<file path="src/rtl/overlay_pixel_gen.sv">
// Overlay pixel generator: maps a downscaled code image to RGB444 and
// drives per-button hover/press/click state machines.
module overlay_pixel_gen #(
    parameter int          H_RES       = 640,
    parameter int          V_RES       = 480,
    parameter int          SCALE_SHIFT = 1,
    parameter int          ADDR_W      = 17,
    parameter int          CODE_W      = 4,
    parameter int          NUM_BUTTONS = 4,
    parameter int          MEM_LATENCY = 1,
    parameter logic [11:0] FG_COLOR    = 12'hFFF,
    parameter logic [11:0] BG_COLOR    = 12'h000,
    parameter logic [11:0] TOUCH_COLOR = 12'h32E,
    parameter logic [11:0] CLICK_COLOR = 12'h3E2
) (
    input  logic                     clk,
    input  logic                     rst_n,
    input  logic                     enable,
    input  logic [9:0]               h_cnt,
    input  logic [9:0]               v_cnt,
    input  logic                     mouse_left,
    input  logic [NUM_BUTTONS-1:0]   mouse_on_btn,
    output logic [ADDR_W-1:0]        mem_addr,
    input  logic [CODE_W-1:0]        mem_code,
    output logic [11:0]              pixel_out,
    output logic                     pixel_valid,
    output logic [2*NUM_BUTTONS-1:0] btn_state,
    output logic [NUM_BUTTONS-1:0]   btn_click
);

    typedef enum logic [1:0] {
        IDLE    = 2'd0,
        HOVER   = 2'd1,
        PRESSED = 2'd2,
        ILLEGAL = 2'd3
    } btn_st_e;

    localparam int IMG_W = H_RES >> SCALE_SHIFT;

    if (MEM_LATENCY < 1 || MEM_LATENCY > 4) begin : g_bad_latency
        $error("MEM_LATENCY must be 1..4");
    end
    if (NUM_BUTTONS < 1 || NUM_BUTTONS > (2**CODE_W) - 2) begin : g_bad_buttons
        $error("NUM_BUTTONS out of range for CODE_W");
    end

    logic                  visible;
    logic [ADDR_W-1:0]     addr_next;
    logic [MEM_LATENCY:0]  vis_q;
    logic [11:0]           pix_next;

    assign visible = (int'(h_cnt) < H_RES) && (int'(v_cnt) < V_RES);

    assign addr_next = ADDR_W'(32'(h_cnt >> SCALE_SHIFT)
                     + 32'(IMG_W) * 32'(v_cnt >> SCALE_SHIFT));

    // vis_q[0] lines up with mem_addr, vis_q[MEM_LATENCY] with mem_code
    always_ff @(posedge clk or negedge rst_n) begin
        if (!rst_n) begin
            mem_addr <= '0;
            vis_q    <= '0;
        end else begin
            mem_addr <= visible ? addr_next : '0;
            vis_q    <= {vis_q[MEM_LATENCY-1:0], visible};
        end
    end

    function automatic logic [11:0] state_colour(input logic [1:0] st);
        case (btn_st_e'(st))
            HOVER:   state_colour = TOUCH_COLOR;
            PRESSED: state_colour = CLICK_COLOR;
            default: state_colour = BG_COLOR;
        endcase
    endfunction

    always_comb begin
        pix_next = BG_COLOR;
        if (mem_code == CODE_W'(1)) begin
            pix_next = FG_COLOR;
        end
        for (int k = 0; k < NUM_BUTTONS; k++) begin
            if (mem_code == CODE_W'(k + 2)) begin
                pix_next = state_colour(btn_state[2*k +: 2]);
            end
        end
    end

    always_ff @(posedge clk or negedge rst_n) begin
        if (!rst_n) begin
            pixel_out   <= BG_COLOR;
            pixel_valid <= 1'b0;
        end else if (vis_q[MEM_LATENCY] && enable) begin
            pixel_out   <= pix_next;
            pixel_valid <= 1'b1;
        end else begin
            pixel_out   <= BG_COLOR;
            pixel_valid <= 1'b0;
        end
    end

    // Entering a button with the mouse already held never arms a click
    always_ff @(posedge clk or negedge rst_n) begin
        if (!rst_n) begin
            btn_state <= '0;
            btn_click <= '0;
        end else begin
            for (int k = 0; k < NUM_BUTTONS; k++) begin
                btn_click[k] <= 1'b0;
                if (!enable) begin
                    btn_state[2*k +: 2] <= IDLE;
                end else begin
                    case (btn_st_e'(btn_state[2*k +: 2]))
                        IDLE: begin
                            if (mouse_on_btn[k] && !mouse_left)
                                btn_state[2*k +: 2] <= HOVER;
                        end
                        HOVER: begin
                            if (!mouse_on_btn[k])
                                btn_state[2*k +: 2] <= IDLE;
                            else if (mouse_left)
                                btn_state[2*k +: 2] <= PRESSED;
                        end
                        PRESSED: begin
                            if (!mouse_on_btn[k]) begin
                                btn_state[2*k +: 2] <= IDLE;
                            end else if (!mouse_left) begin
                                btn_state[2*k +: 2] <= HOVER;
                                btn_click[k]        <= 1'b1;
                            end
                        end
                        default: btn_state[2*k +: 2] <= IDLE;
                    endcase
                end
            end
        end
    end

endmodule
</file>
<file path="config.mk">
export PLATFORM = sky130hd
export DESIGN_NAME = overlay_pixel_gen
export DESIGN_NICKNAME = d
export VERILOG_FILES = /design/src/rtl/overlay_pixel_gen.sv
export SDC_FILE = /design/constraint.sdc
export NUM_CORES = 1
export LEC_CHECK = 0
export ABC_AREA = 1
export CORE_MARGIN = 2
export CORE_UTILIZATION = 43
export CTS_BUF_LIST = sky130_fd_sc_hd__clkbuf_16
export DETAILED_ROUTE_END_ITERATION = 7
export MAX_ROUTING_LAYER = met4
export PLACE_DENSITY = 0.77
export SYNTH_ARGS = -nofsm -noshare
export SYNTH_HDL_FRONTEND = slang
export SYNTH_SLANG_ARGS = --single-unit
</file>
<file path="constraint.sdc">
create_clock -name clk -period 1.1 [get_ports clk]
set_input_delay 0.22 -clock clk [delete_from_list [all_inputs] [get_ports clk]]
set_output_delay 0.22 -clock clk [all_outputs]
set_load 0.02 [all_outputs]
</file>
==> run_results.csv, run 1 <==
group,metric,value,unit
clock_tree,h-tree-depth,2,
placed_design,gp_congestion,0.944,
final_layout,nets,495,
critical_path,crit_path_max_fanout,3,
timing,worst_pin_slew,403,ps
clock_tree,insertion_delay,280,ps
placed_design,dpl.hpwl,4680,µm
drt,ant_nets,0,
power,seqPwrFrac,0.263,
run_status,status,"finished, violations left",
yosys,async_flop_share,1.00,
yosys,yosysWarnings,0,
yosys,syn_nets,361,
critical_path,end_kind,"register",
final_layout,drive_above_1_share,0.519,
timing,rsz0062_at_grt,"yes",
timing,fmax,0.545,GHz
power,power.internal,4.17,mW
timing,hold_viol_final,0,
timing,finalMaxSlewViolations,0,
critical_path,crit_required,1270,ps
grt,use_met1,0.243,
flow_run,drv_cap,0,
floorplan,io_pins,74,
yosys,yosysUniqueCellTypes,31,
floorplan,dieArea,6330,µm²
run_status,violations,"setup timing",
timing,relSlewSlack,0.730,
final_layout,final_common_cell,"nand2_1",
floorplan,coreArea,5510,µm²
critical_path,critPathKind,"in2reg",
drt,drt_iter0_drc,94,
grt,gr-total-overflow,0,
clock_tree,tritoncts,"done",
power,p_leak,2.11,nW
drt,via_per_inst,5.14,
drt,wirelength,7660,µm
clock_tree,cts_made_buffers,5,
critical_path,cp.arrival,2000,ps
clock_tree,cts.sink_count,36,
timing,timing.final.ws_setup,-734,ps
timing,clock_skew,6.50,ps
yosys,synth_compound_area_frac,0.118,
grt,antenna_found_initial,0,
drt,firstDrtPassIters,4,
critical_path,reg2reg_setup_slack,-380,ps
grt,track_usage,0.237,
timing,fin_setup_tns,-8310,ps
power,irDropWorstVdd,941,µV
hold_path,hp-class,"reg2reg",
timing,timing.final.crit_share,1.67,
power,switching_power,2.40,mW
yosys,netlist_area,2450,µm²
drt,routedWlPerCell,15.3,µm
yosys,yosys_register_bits,36,
floorplan,initial_core_util,0.446,
drt,num_vias,2571,
final_layout,fin_area,4320,µm²
yosys,synth_mux_area_frac,0,
yosys,seq_area_frac_synth,0.367,
timing,setup_viol,27,
final_layout,antenna-diode-count,0,
power,p_comb_frac,0.491,
yosys,synth_ff_type,"dfrtp_1",
yosys,syn_area_per_cell,8.37,µm²
grt,busiest_layer,"met2",
floorplan,num_rows,27,
grt,grt_pass1_wl,11400,µm
drt,post-route-drc-count,0,
grt,grt_max_degree,37,
clock_tree,clk_pin_slew_worst_paths,60,ps
yosys,synthSimpleGateAreaFrac,0.232,
clock_tree,cts_root_buf,"clkbuf_16",
final_layout,mostFrequentLayoutCells,"nand2_1, buf_4, buf_2",
yosys,synthCells,293,
power,p_total,6.57,mW
yosys,synth_edf_count,0,
yosys,synth_top_family_by_area,"simple AND/OR/NAND/NOR gates",
clock_tree,clk_path_buf_depth,2,
power,powerDensity,1520,nW/µm²
power,p_sw_frac,0.365,
power,clkPwrFrac,0.246,
final_layout,area_growth,76.1,%
placed_design,dpl-instance-area,3720,µm²
grt,grt_pass1_vias,2469,
floorplan,die_w,79.5,µm
yosys,synth_fa_ha_area_frac,0.190,
yosys,synth_xor_area_frac,0.00714,
grt,grtUsageMet2,0.454,
timing,period_needed,1830,ps
floorplan,die_h,79.5,µm
grt,grt_use_met3,0.0419,
placed_design,portBuffers,71,
critical_path,setup.worst_path.start_class,"primary input",
## path summary, 6_finish.rpt
kind | from | end | cells after the start
min in group asynchronous | rst_n | btn_click[0] | 3
min reg2reg | vis_q[0] | vis_q[1] | 0
min | vis_q[0] | vis_q[1] | 0
max in group asynchronous | rst_n | btn_state[2] | 3
max | v_cnt[4] | mem_addr[15] | 13
max reg2reg | btn_state[5] | btn_state[5] | 6
## metal layers
metal	vias up	wire [µm]	share of wire
met1	1232	2780	0.36
li1	1233	-	-
met2	89	4310	0.56
met3	17	386	0.050
met5	-	0	0
met4	0	184	0.024
## area by class of cell
cell class	instances	area, µm²
tap	72	90.1
clock inverter	3	42.5
multi-input combinational	209	1870
fill	336	1180
clock buffer	5	125
inverter	39	163
sequential	36	911
timing repair buffer	136	1120
## flip-flops by register name, indices dropped and copies added, names as in the netlist
name	cells
btn_click	4
btn_state	8
mem_addr	17
pixel_out	4
pixel_valid	1
vis_q	2
## cell usage after synthesis, types with 2 or more instances
cell	number	area [µm²]
nand2_2	2	12.5
nand3_1	15	75.1
nor2_1	28	105
nand4_1	6	37.5
o41ai_1	4	35.0
ha_1	34	425
fa_1	2	40.0
o221ai_1	2	17.5
o31ai_1	2	15.0
buf_4	8	60.1
dfrtp_1	36	901
inv_1	37	139
o21ai_0	16	80.1
nand2_1	61	229
nand3_2	3	30.0
a21oi_1	17	85.1
nand2_4	2	22.5
nor2_4	2	22.5
o211ai_1	4	30.0
## stage by stage
stage,cells,hold WS [ps],setup slack (ps),util
2_1_floorplan,293,-75.6,-834,-
3_3_place_gp,473,196,-1400,0.676
3_5_place_dp,473,198,-1470,0.676
4_1_cts,492,350,-771,0.755
5_1_grt,500,364,-849,0.785
6_report,500,348,-734,0.785
## cell families (layout without fill, tap and decap cells)
kind of cell    Yosys count  count (layout)
fa+ha+maj                36              36
simple gates            123             123
flops                    36              36
xor+xnor                  2               2
buf+inv                  48             183
compound gates           48              48
## critical path: stages
cell     delay [ps]
buf_8           100
ha_4            230
ha_4            160
fa_2            550
nand2_2          60
inv_2            50
nand4_1          80
nand2_1         110
nand3_2         100
nor2_2          140
nand3_1          80
nand2_1          70
nor2_1           40
## power groups by stage
stage	Clock, mW	Combinational [mW]	Sequential, mW
after floorplan	0	1.12	1.88
after global placement	0	2.29	1.70
after detailed placement	0	2.36	1.71
after CTS	1.62	2.89	1.71
after global routing	1.68	3.46	1.75
final	1.62	3.23	1.73
## what timing repair did
item,in CTS,in global routing
buffers inserted,11,12
hold buffers,1,0
gates resized for setup,277,44
pin swaps,43,26
endpoints found under the hold margin,36,0
setup endpoints to repair,71,39
(Power assumes the default switching activity.)
==> inputs of run 2 (changes only) <==
Settings changed: CORE_MARGIN 2 to default.
==> run 2 against run 1 <==
- the run still ends with setup timing left
- maximum frequency fell by 1.4%
- worst hold slack got worse by 14 ps
- total power rose by 5.2%
- register-to-register slack got worse by 30 ps
- highest routed layer unchanged
==> run_results.csv, run 2 (synthesis results as in run 1) <==
group,metric,value,unit
final_layout,antenna-diode-count,0,
power,power.internal,4.36,mW
final_layout,nets,505,
timing,period_needed,1860,ps
timing,hold_ws,334,ps
final_layout,multiInputGateArea,1890,µm²
power,clkPwrFrac,0.233,
final_layout,register_area,911,µm²
floorplan,die_h,77.5,µm
flow_run,drv_cap,0,
drt,num_vias,2707,
final_layout,drive_above_1_share,0.527,
run_status,violations,"setup timing",
grt,grt_use_met3,0.0471,
final_layout,fin_area,4410,µm²
power,switching_power,2.56,mW
final_layout,finalNonFillerCells,510,
clock_tree,cts_root_buf,"clkbuf_16",
grt,antenna_found_initial,0,
critical_path,setup.worst_path.start_class,"primary input",
clock_tree,cts_made_buffers,5,
critical_path,reg2reg_setup_slack,-410,ps
timing,timing.final.crit_share,1.69,
clock_tree,clk_path_buf_depth,2,
critical_path,critPathKind,"in2reg",
grt,gr-total-overflow,0,
placed_design,dpl-instance-area,3750,µm²
clock_tree,h-tree-depth,2,
placed_design,preCtsSetupSlack,-1470,ps
grt,track_usage,0.257,
critical_path,path_cells,"buf_8, ha_4, ha_4, fa_2, buf_6, nand3_4, nor2_4, nand2_2, nor2_4, nand3_2, nor2_2, nor2_1",
grt,busiest_layer,"met2",
floorplan,die_w,77.5,µm
drt,routedWlPerCell,16.5,µm
grt,use_met1,0.256,
clock_tree,clk_pin_slew_worst_paths,60,ps
timing,worst_pin_slew,388,ps
power,irDropWorstVdd,986,µV
power,p_leak,2.17,nW
drt,wirelength,8400,µm
grt,grt_pass1_wl,11800,µm
placed_design,portBuffers,71,
critical_path,crit_path_max_fanout,3,
power,seqPwrFrac,0.249,
timing,fin_setup_tns,-9200,ps
timing,setup_viol,28,
final_layout,largest_registers,"mem_addr: 17 flops, btn_state: 8 flops",
timing,hold_viol_final,0,
critical_path,crit_required,1270,ps
final_layout,largest_reg_flops,17,
timing,clock_skew,10.4,ps
final_layout,area_growth,79.8,%
grt,grt_max_degree,37,
power,p_sw_frac,0.369,
hold_path,hp-class,"in2reg",
drt,post-route-drc-count,0,
drt,drt_iter0_drc,193,
floorplan,num_rows,27,
clock_tree,insertion_delay,280,ps
critical_path,slowest_stage,"fa_2",
power,p_total,6.92,mW
hold_path,hold_depth,4,
drt,firstDrtPassIters,4,
final_layout,mostFrequentLayoutCells,"buf_4, nand2_1, buf_2",
timing,timing.final.ws_setup,-759,ps
timing,finalMaxSlewViolations,0,
floorplan,io_pins,74,
drt,ant_nets,0,
power,p_comb_frac,0.518,
timing,rsz0062_at_grt,"yes",
placed_design,dp.cells,476,
floorplan,coreArea,5510,µm²
run_status,status,"finished, violations left",
clock_tree,tritoncts,"done",
placed_design,gp_congestion,0.917,
critical_path,cp.arrival,2030,ps
final_layout,final_common_cell,"buf_4",
timing,relSlewSlack,0.740,
final_layout,top_register,"mem_addr",
critical_path,end_kind,"register",
grt,grt_pass1_vias,2623,
final_layout,fin_util,0.801,
clock_tree,cts.sink_count,36,
floorplan,dieArea,6010,µm²
critical_path,cpPeakStageDelay,570,ps
placed_design,dpl.hpwl,4800,µm
drt,via_per_inst,5.31,
timing,fmax,0.538,GHz
critical_path,rr_worst_depth,6,
final_layout,num-fill-cells,313,
grt,grtUsageMet2,0.489,
floorplan,initial_core_util,0.446,
power,powerDensity,1570,nW/µm²
[run 2: changes by cell type in the layout (fill, tap and decap cells not counted), sizes merged]
cell           delta
buf              +10
clkdlybuf4s50     -2
clkbuf            +2
dlygate4sd2       +1
clkdlybuf4s15     -1
[run 2: worst max-delay path: cells and delay by family]
kind | cells | cell delay [ps]
AND/OR/NAND/NOR | 7 | 630
buffers and inverters | 2 | 220
adder cells (fa/ha/maj) | 3 | 960
[run 2: final timing paths]
path                                end    startpoint
max                        mem_addr[16]      v_cnt[2]
min in group asynchronous  pixel_out[7]         rst_n
max reg2reg                btn_state[7]  btn_state[7]
min                         mem_addr[6]      v_cnt[1]
max in group asynchronous  btn_state[2]         rst_n
min reg2reg                    vis_q[1]      vis_q[0]
[run 2: layer usage]
layer / vias to the layer above / wire length, µm
met5: - / 0
met4: 0 / 387
met3: 39 / 423
met2: 129 / 4700
met1: 1287 / 2890
li1: 1252 / -
[run 2: layout make-up]
class,count,share of cell area
multi-input cells,209,0.428
repair buffers,146,0.270
flip-flops and latches,36,0.207
inverters,39,0.0377
clock buffers,5,0.0284
well taps,72,0.0204
clock inverters,3,0.00965
[run 2: power by group through the flow]
stage / Sequential [mW] / Clock, mW / Combinational [mW]
6_report: 1.72 / 1.61 / 3.58
5_1_grt: 1.74 / 1.68 / 3.82
4_1_cts: 1.72 / 1.63 / 2.97
3_5_place_dp: 1.70 / 0 / 2.46
3_3_place_gp: 1.70 / 0 / 2.38
2_1_floorplan: 1.88 / 0 / 1.12
[run 2: timing repair]
action                                  4_1_cts  5_1_grt
endpoints found under the hold margin        36        0
resized for setup                           285       46
buffers inserted                             14       18
hold buffers                                  1        0
pin swaps                                    42       38
endpoints found under the setup margin       71       34
==> inputs of run 3 (changes only) <==
Settings changed: CTS_CLUSTER_DIAMETER from default to 60.
==> results of run 3 <==
Final layout, timing and power as in run 2 (identical DEF).
